$ cat src/rtl/gpu_fe_pkg.sv
// Shared opcodes, instruction field positions and parameter defaults for the GPU command frontend.
package gpu_fe_pkg;
  localparam int INSTR_W_DEF    = 32;
  localparam int PC_W_DEF       = 16;
  localparam int VTX_W_DEF      = 28;
  localparam int FIFO_DEPTH_DEF = 4;

  localparam int OP_W         = 4;
  localparam int PTYPE_W      = 4;
  localparam int LOOP_CNT_LSB = 16;
  localparam int LOOP_CNT_W   = 12;

  typedef enum logic [OP_W-1:0] {
    OP_NOP    = 4'd0,
    OP_START  = 4'd1,
    OP_VERTEX = 4'd2,
    OP_END    = 4'd3,
    OP_DRAW   = 4'd4,
    OP_LOOP   = 4'd5,
    OP_HALT   = 4'd6
  } opcode_e;
endpackage

$ cat src/rtl/gpu_frontend_if.sv
// Decoded record stream from the frontend; master drives the record, slave drives out_ready.
interface gpu_frontend_if
  import gpu_fe_pkg::*;
#(
  parameter int VTX_W = VTX_W_DEF
);
  logic               out_valid;
  logic               out_ready;
  logic               StartPrimitive;
  logic               EndPrimitive;
  logic               Draw;
  logic [VTX_W-1:0]   Vertex;
  logic [PTYPE_W-1:0] PrimitiveType;

  modport master (output out_valid, StartPrimitive, EndPrimitive, Draw, Vertex, PrimitiveType,
                  input  out_ready);
  modport slave  (input  out_valid, StartPrimitive, EndPrimitive, Draw, Vertex, PrimitiveType,
                  output out_ready);
endinterface

$ cat src/rtl/gpu_instr_fifo.sv
// Instruction queue: push visible at head next cycle; flush wins over push/pop.
// No internal backpressure; the producer must keep occupancy within DEPTH.
module gpu_instr_fifo #(
  parameter int W     = 32,
  parameter int DEPTH = 4,
  parameter int CW    = $clog2(DEPTH) + 1
) (
  input  logic          clk,
  input  logic          rst_n,
  input  logic          push,
  input  logic [W-1:0]  push_dat,
  input  logic          pop,
  input  logic          flush,
  output logic [W-1:0]  head_dat,
  output logic [CW-1:0] count,
  output logic          empty
);
  localparam int AW = $clog2(DEPTH);

  logic [W-1:0]  mem [DEPTH];
  logic [AW-1:0] wr_ptr, rd_ptr;

  always_ff @(posedge clk) begin
    if (push && !flush) mem[wr_ptr] <= push_dat;
  end

  always_ff @(posedge clk or negedge rst_n) begin
    if (!rst_n) begin
      wr_ptr <= '0;
      rd_ptr <= '0;
      count  <= '0;
    end else if (flush) begin
      wr_ptr <= '0;
      rd_ptr <= '0;
      count  <= '0;
    end else begin
      if (push) wr_ptr <= wr_ptr + AW'(1);
      if (pop)  rd_ptr <= rd_ptr + AW'(1);
      count <= count + CW'(push) - CW'(pop);
    end
  end

  assign head_dat = mem[rd_ptr];
  assign empty    = (count == '0);
endmodule

$ cat src/rtl/gpu_frontend.sv
// Fetches from a synchronous ROM, queues words and decodes them into one registered record per cycle.
// First record 3 edges after reset release; out_ready low holds the record and throttles fetch.
module gpu_frontend
  import gpu_fe_pkg::*;
#(
  parameter int INSTR_W    = INSTR_W_DEF,
  parameter int PC_W       = PC_W_DEF,
  parameter int VTX_W      = VTX_W_DEF,
  parameter int FIFO_DEPTH = FIFO_DEPTH_DEF
) (
  input  logic               CLOCK_50,
  input  logic               Reset,
  output logic [PC_W-1:0]    imem_addr,
  output logic               imem_en,
  input  logic [INSTR_W-1:0] imem_data,
  gpu_frontend_if.master     out_if,
  output logic               Halted,
  output logic [PC_W-1:0]    PC
);
  localparam int CW = $clog2(FIFO_DEPTH) + 1;

  logic [PC_W-1:0]       pc_q;
  logic                  inflight_q, halted_q, loop_active_q;
  logic [LOOP_CNT_W-1:0] loop_cnt_q;
  logic                  out_valid_q, start_q, end_q, draw_q;
  logic [VTX_W-1:0]      vertex_q;
  logic [PTYPE_W-1:0]    ptype_q;

  logic [CW-1:0]         fifo_count;
  logic [INSTR_W-1:0]    fifo_head;
  logic                  fifo_empty, fifo_pop, fifo_push, fifo_flush;
  logic [OP_W-1:0]       head_op;
  logic [LOOP_CNT_W-1:0] head_cnt, loop_r;
  logic [CW:0]           occ;
  logic                  loop_pop, loop_taken, halt_pop, rec_pop;

  assign head_op  = fifo_head[INSTR_W-1 -: OP_W];
  assign head_cnt = fifo_head[LOOP_CNT_LSB +: LOOP_CNT_W];

  always_comb begin
    occ        = {1'b0, fifo_count} + {{CW{1'b0}}, inflight_q};
    imem_en    = Reset && !halted_q && (occ < (CW+1)'(FIFO_DEPTH));
    fifo_pop   = !fifo_empty && (!out_valid_q || out_if.out_ready);
    // Remaining iterations: first encounter derives it from the count field, later ones reuse loop_cnt.
    loop_r     = loop_active_q ? loop_cnt_q
                               : ((head_cnt == '0) ? '0 : head_cnt - LOOP_CNT_W'(1));
    loop_pop   = fifo_pop && (head_op == OP_LOOP);
    loop_taken = loop_pop && (loop_r != '0);
    halt_pop   = fifo_pop && (head_op == OP_HALT);
    rec_pop    = fifo_pop && ((head_op == OP_START) || (head_op == OP_VERTEX) ||
                              (head_op == OP_END)   || (head_op == OP_DRAW));
    fifo_flush = loop_taken || halt_pop;
    fifo_push  = inflight_q && !fifo_flush;
  end

  gpu_instr_fifo #(.W(INSTR_W), .DEPTH(FIFO_DEPTH), .CW(CW)) u_fifo (
    .clk      (CLOCK_50),
    .rst_n    (Reset),
    .push     (fifo_push),
    .push_dat (imem_data),
    .pop      (fifo_pop),
    .flush    (fifo_flush),
    .head_dat (fifo_head),
    .count    (fifo_count),
    .empty    (fifo_empty)
  );

  always_ff @(posedge CLOCK_50 or negedge Reset) begin
    if (!Reset) begin
      pc_q          <= '0;
      inflight_q    <= 1'b0;
      halted_q      <= 1'b0;
      loop_active_q <= 1'b0;
      loop_cnt_q    <= '0;
    end else begin
      if (loop_taken)   pc_q <= fifo_head[PC_W-1:0];
      else if (imem_en) pc_q <= pc_q + PC_W'(1);
      // A flush also drops the fetch issued this cycle, so its data is never pushed.
      inflight_q <= imem_en && !fifo_flush;
      if (halt_pop) halted_q <= 1'b1;
      if (loop_pop) begin
        if (loop_r != '0) begin
          loop_cnt_q    <= loop_r - LOOP_CNT_W'(1);
          loop_active_q <= 1'b1;
        end else begin
          loop_active_q <= 1'b0;
        end
      end
    end
  end

  always_ff @(posedge CLOCK_50 or negedge Reset) begin
    if (!Reset) begin
      out_valid_q <= 1'b0;
      start_q     <= 1'b0;
      end_q       <= 1'b0;
      draw_q      <= 1'b0;
      vertex_q    <= '0;
      ptype_q     <= '0;
    end else if (rec_pop) begin
      out_valid_q <= 1'b1;
      start_q     <= (head_op == OP_START);
      end_q       <= (head_op == OP_END);
      draw_q      <= (head_op == OP_DRAW);
      if (head_op == OP_START)  ptype_q  <= fifo_head[PTYPE_W-1:0];
      if (head_op == OP_VERTEX) vertex_q <= fifo_head[VTX_W-1:0];
    end else if (out_if.out_ready) begin
      out_valid_q <= 1'b0;
    end
  end

  assign imem_addr             = pc_q;
  assign PC                    = pc_q;
  assign Halted                = halted_q;
  assign out_if.out_valid      = out_valid_q;
  assign out_if.StartPrimitive = start_q;
  assign out_if.EndPrimitive   = end_q;
  assign out_if.Draw           = draw_q;
  assign out_if.Vertex         = vertex_q;
  assign out_if.PrimitiveType  = ptype_q;
endmodule

$ cat src/flat_wrapper.sv
// flat-port wrapper written by rule: the top's interface ports become plain ports
module gpu_frontend_flat import gpu_fe_pkg::*;
#(
  parameter int INSTR_W    = INSTR_W_DEF,
  parameter int PC_W       = PC_W_DEF,
  parameter int VTX_W      = VTX_W_DEF,
  parameter int FIFO_DEPTH = FIFO_DEPTH_DEF
)
  (CLOCK_50, Reset, imem_addr, imem_en, imem_data, Halted, PC, out_if_out_valid, out_if_StartPrimitive, out_if_EndPrimitive, out_if_Draw, out_if_Vertex, out_if_PrimitiveType, out_if_out_ready);
  gpu_frontend_if #(.VTX_W(VTX_W)) out_if_i ();
  input  logic CLOCK_50;
  input  logic Reset;
  output logic [PC_W-1:0] imem_addr;
  output logic imem_en;
  input  logic [INSTR_W-1:0] imem_data;
  output logic Halted;
  output logic [PC_W-1:0] PC;
  output wire logic [$bits(out_if_i.out_valid)-1:0] out_if_out_valid;
  output wire logic [$bits(out_if_i.StartPrimitive)-1:0] out_if_StartPrimitive;
  output wire logic [$bits(out_if_i.EndPrimitive)-1:0] out_if_EndPrimitive;
  output wire logic [$bits(out_if_i.Draw)-1:0] out_if_Draw;
  output wire logic [$bits(out_if_i.Vertex)-1:0] out_if_Vertex;
  output wire logic [$bits(out_if_i.PrimitiveType)-1:0] out_if_PrimitiveType;
  input wire logic [$bits(out_if_i.out_ready)-1:0] out_if_out_ready;
  assign out_if_out_valid = out_if_i.out_valid;
  assign out_if_StartPrimitive = out_if_i.StartPrimitive;
  assign out_if_EndPrimitive = out_if_i.EndPrimitive;
  assign out_if_Draw = out_if_i.Draw;
  assign out_if_Vertex = out_if_i.Vertex;
  assign out_if_PrimitiveType = out_if_i.PrimitiveType;
  assign out_if_i.out_ready = out_if_out_ready;
  gpu_frontend #(.INSTR_W(INSTR_W), .PC_W(PC_W), .VTX_W(VTX_W), .FIFO_DEPTH(FIFO_DEPTH)) u_core (.CLOCK_50(CLOCK_50), .Reset(Reset), .imem_addr(imem_addr), .imem_en(imem_en), .imem_data(imem_data), .out_if(out_if_i), .Halted(Halted), .PC(PC));
endmodule
$ cat config.mk
export PLATFORM = sky130hd
export DESIGN_NAME = gpu_frontend_flat
export DESIGN_NICKNAME = d
export VERILOG_FILES = /design/src/rtl/gpu_fe_pkg.sv /design/src/rtl/gpu_frontend_if.sv /design/src/rtl/gpu_instr_fifo.sv /design/src/rtl/gpu_frontend.sv /design/src/flat_wrapper.sv
export SDC_FILE = /design/constraint.sdc
export NUM_CORES = 1
export LEC_CHECK = 0
export CAP_MARGIN = 30
export CORE_MARGIN = 4
export CORE_UTILIZATION = 49
export CTS_BUF_LIST = sky130_fd_sc_hd__clkbuf_8
export DETAILED_ROUTE_END_ITERATION = 10
export MAX_ROUTING_LAYER = met4
export PLACE_DENSITY = 0.74
export SKIP_CTS_REPAIR_TIMING = 1
export SLEW_MARGIN = 20
export SYNTH_ARGS = -nofsm -noshare
export SYNTH_HDL_FRONTEND = slang
export SYNTH_SLANG_ARGS = --single-unit
$ cat constraint.sdc
create_clock -name CLOCK_50 -period 5.3 [get_ports CLOCK_50]
set_clock_uncertainty 0.05 [all_clocks]
set_input_delay 0.53 -clock CLOCK_50 [delete_from_list [all_inputs] [get_ports CLOCK_50]]
set_output_delay 0.53 -clock CLOCK_50 [all_outputs]
set_load 0.005 [all_outputs]
Yosys cells after proc, flatten, opt, wreduce, memory -nomap -nowiden
Memory sizes are Yosys's and may differ from the RTL's. Index checks and enable logic that the tools add are counted.

Register bits: 74. Input bits: 35. Logic and storage cells: 73. Bits in writable memories: 128. Output and inout port bits: 70. Memories: 1.

$add $sub $neg: 8. Mux-type cells: 14. Magnitude comparators: 1. Reductions and logical operators: 29. Eq/ne operators: 6.

Memories: u_core.u_fifo.mem (depth 4, width 32, rd ports 1, clocked after Yosys merged registers in 0, write ports 1, RTL line gpu_instr_fifo.sv:20) `logic [W-1:0] mem [DEPTH];`.

Operators by type and width (count): 16-bit 2-to-1 mux (2); 12-bit 2-to-1 mux (2); 12-bit by 1-bit subtractor with 12-bit output (second input constant) (2); 16-bit by 1-bit adder with 16-bit output (second input constant) (1); 4-bit by 3-bit equality test with 1-bit output (second input constant) (3); 12-bit zero test (1); 12-bit nonzero test (1); 1-bit logical AND (10); 4-bit by 2-bit equality test with 1-bit output (second input constant) (2); 2-bit 2-to-1 mux (4); 2-bit nonzero test (4); 2-bit AND reduction (3); 1-bit logical OR (5); 1-bit 2-to-1 mux (5); 2-bit by 1-bit adder with 2-bit output (second input constant) (2); 3-bit by 1-bit adder with 4-bit output (1); 4-bit by 1-bit equality test with 1-bit output (second input constant) (1); 1-bit zero test (4); 4-bit by 3-bit less-than comparator with 1-bit output (second input constant) (1); 3-bit by 1-bit adder with 3-bit output (1); 3-bit zero test (1); 3-bit 2-to-1 mux (1); 3-bit by 1-bit subtractor with 3-bit output (1).

Depth between registers and ports, before layout
An unclocked memory read counts as a cell.

Depth in word-level cells: 12. Depth in mapped cells: 23. Depth with buffers taken out: 18.

Hierarchy
A second synthesis with hierarchy kept.

Cells, all modules: 591. Area, all modules: 9019.9 sq um.

By module, submodules not included: gpu_instr_fifo (seq. area each 4018.9 sq um, area each 5097.4 sq um, instances 1, cells an instance 206); gpu_frontend (seq. area each 1676.6 sq um, area each 3922.5 sq um, instances 1, cells an instance 385).

Worst setup path after synthesis
No wires, ideal clock.

Kind: register -> register. Start: register u_core.u_fifo.rd_ptr[0]. End: memory u_core.u_fifo.mem[0][0], enable pin. Setup slack: -0.375 ns. Stages on the path, launching flop included: 17. Data required time: 4.834 ns. Clock period less this slack: 5.675 ns. Library setup time: 0.416 ns. Buffers on the path: 5. Arrival time: 5.209 ns. Path through: dfrtp_1 buf_6 buf_2 mux4_2 inv_1 ha_1 inv_1 or3_1 buf_4 or4_1 o211ai_1 ha_1 o21ai_1 o21a_1 buf_6 buf_6 nor3_2.

Word-level cells in the longest chain between the ends: 12. Elaborated cells on any way between the ends: 17. Classes of those cells: add/sub (1); eq/ne (2); mux (4); reduce/logical (9); memory (1).

Ends and longest elaborated chain: start, declared (RTL line gpu_instr_fifo.sv:21) `logic [AW-1:0] wr_ptr, rd_ptr;`; start signal, assigned (RTL line gpu_instr_fifo.sv:38) `if (pop) rd_ptr <= rd_ptr + AW'(1);`; memory read 4 x 32 bit (*); 12-bit by 1-bit subtractor with 12-bit output / 12-bit zero test (equally long branches) (RTL line gpu_frontend.sv:46) `: ((head_cnt == '0) ? '0 : head_cnt - LOOP_CNT_W'(1));`; 12-bit 2-to-1 mux (RTL line gpu_frontend.sv:46); 12-bit 2-to-1 mux (RTL line gpu_frontend.sv:45) `loop_r = loop_active_q ? loop_cnt_q`; 12-bit nonzero test (RTL line gpu_frontend.sv:48) `loop_taken = loop_pop && (loop_r != '0);`; 1-bit logical AND (RTL line gpu_frontend.sv:48); 1-bit logical OR (*) (RTL line gpu_frontend.sv:52) `fifo_flush = loop_taken || halt_pop;`; 1-bit zero test (*) (RTL line gpu_instr_fifo.sv:24, gpu_frontend.sv:53); 1-bit logical AND (RTL line gpu_frontend.sv:53) `fifo_push = inflight_q && !fifo_flush;`; 1-bit logical AND (*) (RTL line gpu_instr_fifo.sv:24) `if (push && !flush) mem[wr_ptr] <= push_dat;`; 1-bit 2-to-1 mux (*) (RTL line gpu_instr_fifo.sv:24); 1-bit 2-to-1 mux (not written as such) (*) (RTL line gpu_instr_fifo.sv:24); end, declared (RTL line gpu_instr_fifo.sv:20).

Every way passes the cells marked *; elsewhere a longest branch is shown, timed or not.

Worst setup path after layout
Start: register u_core.u_fifo.rd_ptr[0]. End: register u_core.u_fifo.count[1].

Word-level cells in the longest chain between the ends: 12. Elaborated cells on any way between the ends: 17. Classes of those cells: add/sub (3); eq/ne (2); mux (3); reduce/logical (8); memory (1).

Ends and longest elaborated chain: memory read 4 x 32 bit (*); 12-bit by 1-bit subtractor with 12-bit output / 12-bit zero test (equally long branches) (RTL line gpu_frontend.sv:46); 12-bit 2-to-1 mux (RTL line gpu_frontend.sv:46); 12-bit 2-to-1 mux (RTL line gpu_frontend.sv:45); 12-bit nonzero test (RTL line gpu_frontend.sv:48); 1-bit logical AND (RTL line gpu_frontend.sv:48); 1-bit logical OR (*) (RTL line gpu_frontend.sv:52); 1-bit zero test (RTL line gpu_frontend.sv:53); 1-bit logical AND (RTL line gpu_frontend.sv:53); 3-bit by 1-bit adder with 3-bit output (RTL line gpu_instr_fifo.sv:39) `count <= count + CW'(push) - CW'(pop);`; 3-bit by 1-bit subtractor with 3-bit output (RTL line gpu_instr_fifo.sv:39); 3-bit 2-to-1 mux (*) (RTL line gpu_instr_fifo.sv:32) `end else if (flush) begin`; end signal, assigned (RTL line gpu_instr_fifo.sv:39); end, declared (RTL line gpu_instr_fifo.sv:15) `output logic [CW-1:0] count,`.

Marked as above. A chain may end at the register's enable or synchronous reset.

==> flow_metrics.tcl <==
set metrics [dict create \
    tightest_slew_ns 0.753 \
    power_leakage_nw 4.03 \
    rows 49 \
    wl_per_cell_um 20.7 \
    powerDensity_nw_per_um2 561 \
    num_vias 5503 \
    hold_class "input pin to asynchronous set/reset pin" \
    ys_types 57 \
    start_util_pct 50.0 \
    rr_worst_depth 14 \
    endpoint_kind "flop" \
    fp.dieArea_um2 20700 \
    yosysWarnings 0 \
    cp.arrival_ns 5.29 \
    power.total_w 0.00618 \
    synth_largest_area_cell "edfxtp_1" \
    antenna_found_initial 0 \
    chipHeight_um 144 \
    synth.cell_area_um2 9040 \
    syn-instance-count 588 \
    fin_tns_setup_ns 0 \
    crit_type "flop to flop" \
    cts_made_buffers 34 \
    grt_pass1_wl_mm 32.3 \
    finalCritPeriodShare_pct 92.7 \
    totalWireLength_mm 20.1 \
    fmax_mhz 204 \
    synth-seq-cells 202 \
    routed_via_density 5.67 \
    rsz0062_at_grt "false" \
    fin_crit_ns 4.91 \
    reg2reg_to "u_core.u_fifo.count[1]$_DFF_PN0_" \
    cts.sinks 202 \
    r2r_slack_ns 0.39 \
    synth_top_area_share_pct 42.5 \
    dpl.hpwl_mm 13.9 \
    timing.hold.ws_ns 0.431 \
    insertion_delay_ns 0.52 \
    synth_common_cells "edfxtp_1, dfrtp_1, mux2_2" \
    crit_path_end "u_core.u_fifo.count[1]$_DFF_PN0_" \
    timing.rr.start "u_core.u_fifo.rd_ptr[0]$_DFFE_PN0P_" \
    cts_root_buf "clkbuf_8" \
    final_antenna_net_count 0 \
    die_w_um 144 \
    synth-main-ff-cell "edfxtp_1" \
    htreeDepth 2 \
    netlist_top_cells_area "edfxtp_1, dfrtp_1, mux4_2, mux2_2, mux2_1" \
    setup_violations 0 \
    crit_path_start "u_core.u_fifo.rd_ptr[0]$_DFFE_PN0P_" \
    maxSlewHeadroom_pct 49.4 \
    firstDrtPassIters 5 \
    critPathMaxFanout 10 \
    grt_pass1_vias 5931 \
    routabilityCongestion 0.911 \
    areaGrowthSynthToFinish_pct 21.8 \
    syn_avg_cell_area_um2 15.4 \
    cts_tree "built" \
    synth-async-reset-ratio_pct 36.6 \
    n_antenna_cell 0 \
    drv_slew 0 \
    detail_route.iter0.violations 401 \
    grt_start_max_net_pins 51 \
    clk_pin_slew_worst_paths_ns 0.06 \
    synth-edff-count 128 \
    drv_cap 0 \
    grtUsageTotal_pct 20.8 \
    hold_viol 0 \
    ys_seq_area_share_pct 63.0 \
    grt_overflow_total 0 \
    io_buffers 104 \
    drive_gt1_share_pct 23.2 \
    ir_drop_uv 308 \
    core_um2 18100 \
    finalNetCount 763 \
    yosysMostFrequentCell "edfxtp_1" \
    required_ns 5.67 \
    syn_nets 635 \
    clockBufferDepth 3 \
    status "finished clean" \
    drc 0 \
    crit_path_start_kind "flop" \
    pin_count 105 \
]
-- cells by family after synthesis --
group / count (synthesis) / share of synthesized area [%]
flip-flops: 202 / 63.0
AND/OR/NAND/NOR: 129 / 8.18
multiplexers: 93 / 15.7
AO/OA/AOI/OAI: 69 / 5.37
buffers and inverters: 58 / 3.64
XOR/XNOR: 25 / 2.42
adder cells (fa/ha/maj): 12 / 1.74
-- routing by layer --
metal  track usage, %  part of all wire (%)
met5                -                     0
met4             6.74                   2.0
met3             3.43                   4.6
met2             33.3                    51
met1             27.3                    43
-- state kept, by name, indices dropped and copies added, names as in the netlist --
name / count
u_core.u_fifo.mem: 128
u_core.out_if.Vertex: 28
u_core.PC: 16
u_core.loop_cnt_q: 12
u_core.out_if.PrimitiveType: 4
u_core.u_fifo.count: 3
u_core.u_fifo.rd_ptr: 2
u_core.u_fifo.wr_ptr: 2
u_core.Halted: 1
u_core.inflight_q: 1
u_core.loop_active_q: 1
u_core.out_if.Draw: 1
u_core.out_if.EndPrimitive: 1
u_core.out_if.StartPrimitive: 1
u_core.out_if.out_valid: 1
-- layout by cell type (no fill, tap or decap), types with 4 or more instances in the layout --
master             n
a31oi_1            4
o21ai_0           12
nor4_1             8
xnor2_1           17
ha_1              11
clkbuf_8          39
nor3_4             5
o211ai_1           8
mux2_4             7
mux2i_1            5
mux4_2            31
buf_4             29
clkinv_1           6
edfxtp_1         128
and3_1             7
nand3_1            5
nor2_1            19
nand4_1            6
nand2_1           30
mux2_2            34
a21oi_1            9
clkdlybuf4s50_1  103
o31ai_1            5
nor3_2             8
or2_2              4
o21a_1             4
o31a_1             4
mux2_1            16
inv_1             28
nor3_1            14
dfrtp_1           73
nand2b_1           9
xor2_1             8
-- critical path: stages (launching register included) --
cell     delay [ns]
dfrtp_2        0.50
buf_4          0.23
mux4_2         0.63
or4_4          0.65
nor4_4         0.50
a31oi_2        0.13
or4_4          0.64
o21ai_2        0.17
nand3_1        0.11
ha_1           0.31
inv_1          0.04
ha_1           0.17
inv_1          0.07
fa_1           0.43
nor3_2         0.18
-- how the worst min path moves through the flow --
| stage | startpoint | end | slack, ns | cells after the start |
|---|---|---|---|---|
| floorplan | Reset | u_core.Halted$_DFFE_PN0P_ | 0.18 | 0 |
| global placement | Reset | u_core.out_if.Vertex[17]$_DFFE_PN0P_ | 0.42 | 1 |
| detailed placement | Reset | u_core.out_if.Vertex[17]$_DFFE_PN0P_ | 0.43 | 1 |
| CTS | Reset | u_core.out_if.Vertex[17]$_DFFE_PN0P_ | -0.12 | 1 |
| global route | Reset | u_core.out_if.Vertex[23]$_DFFE_PN0P_ | 0.45 | 2 |
| finish | Reset | u_core.out_if.Vertex[23]$_DFFE_PN0P_ | 0.43 | 2 |
-- final cells by class --
| type | count | area [µm²] |
|---|---|---|
| Multi-Input combinational cell | 328 | 3070 |
| Tap cell | 229 | 287 |
| Inverter | 17 | 63.8 |
| Timing Repair Buffer | 133 | 1260 |
| Clock buffer | 39 | 537 |
| Sequential cell | 202 | 5700 |
| Clock inverter | 22 | 98.8 |
| Fill cell | 1339 | 7070 |
-- stage by stage --
stage / setup slack (ns) / instances / utilization, % / cell area [µm²]
2_1_floorplan: -0.375 / 588 / - / 9040
3_3_place_gp: 0.376 / 908 / 57.2 / 10400
3_5_place_dp: 0.229 / 908 / 57.2 / 10400
4_1_cts: 0.182 / 969 / 60.8 / 11000
5_1_grt: 0.0718 / 970 / 60.9 / 11000
6_report: 0.387 / 970 / 60.9 / 11000
-- report_power, final --
part	switching [W]	internal, W	leakage [nW]	total [W]
Clock	0.000613	0.000677	0.371	0.00129
Sequential	0.000265	0.00199	2.04	0.00226
Combinational	0.00125	0.00138	1.62	0.00263
No activity file was read; power rests on OpenSTA's default activity.
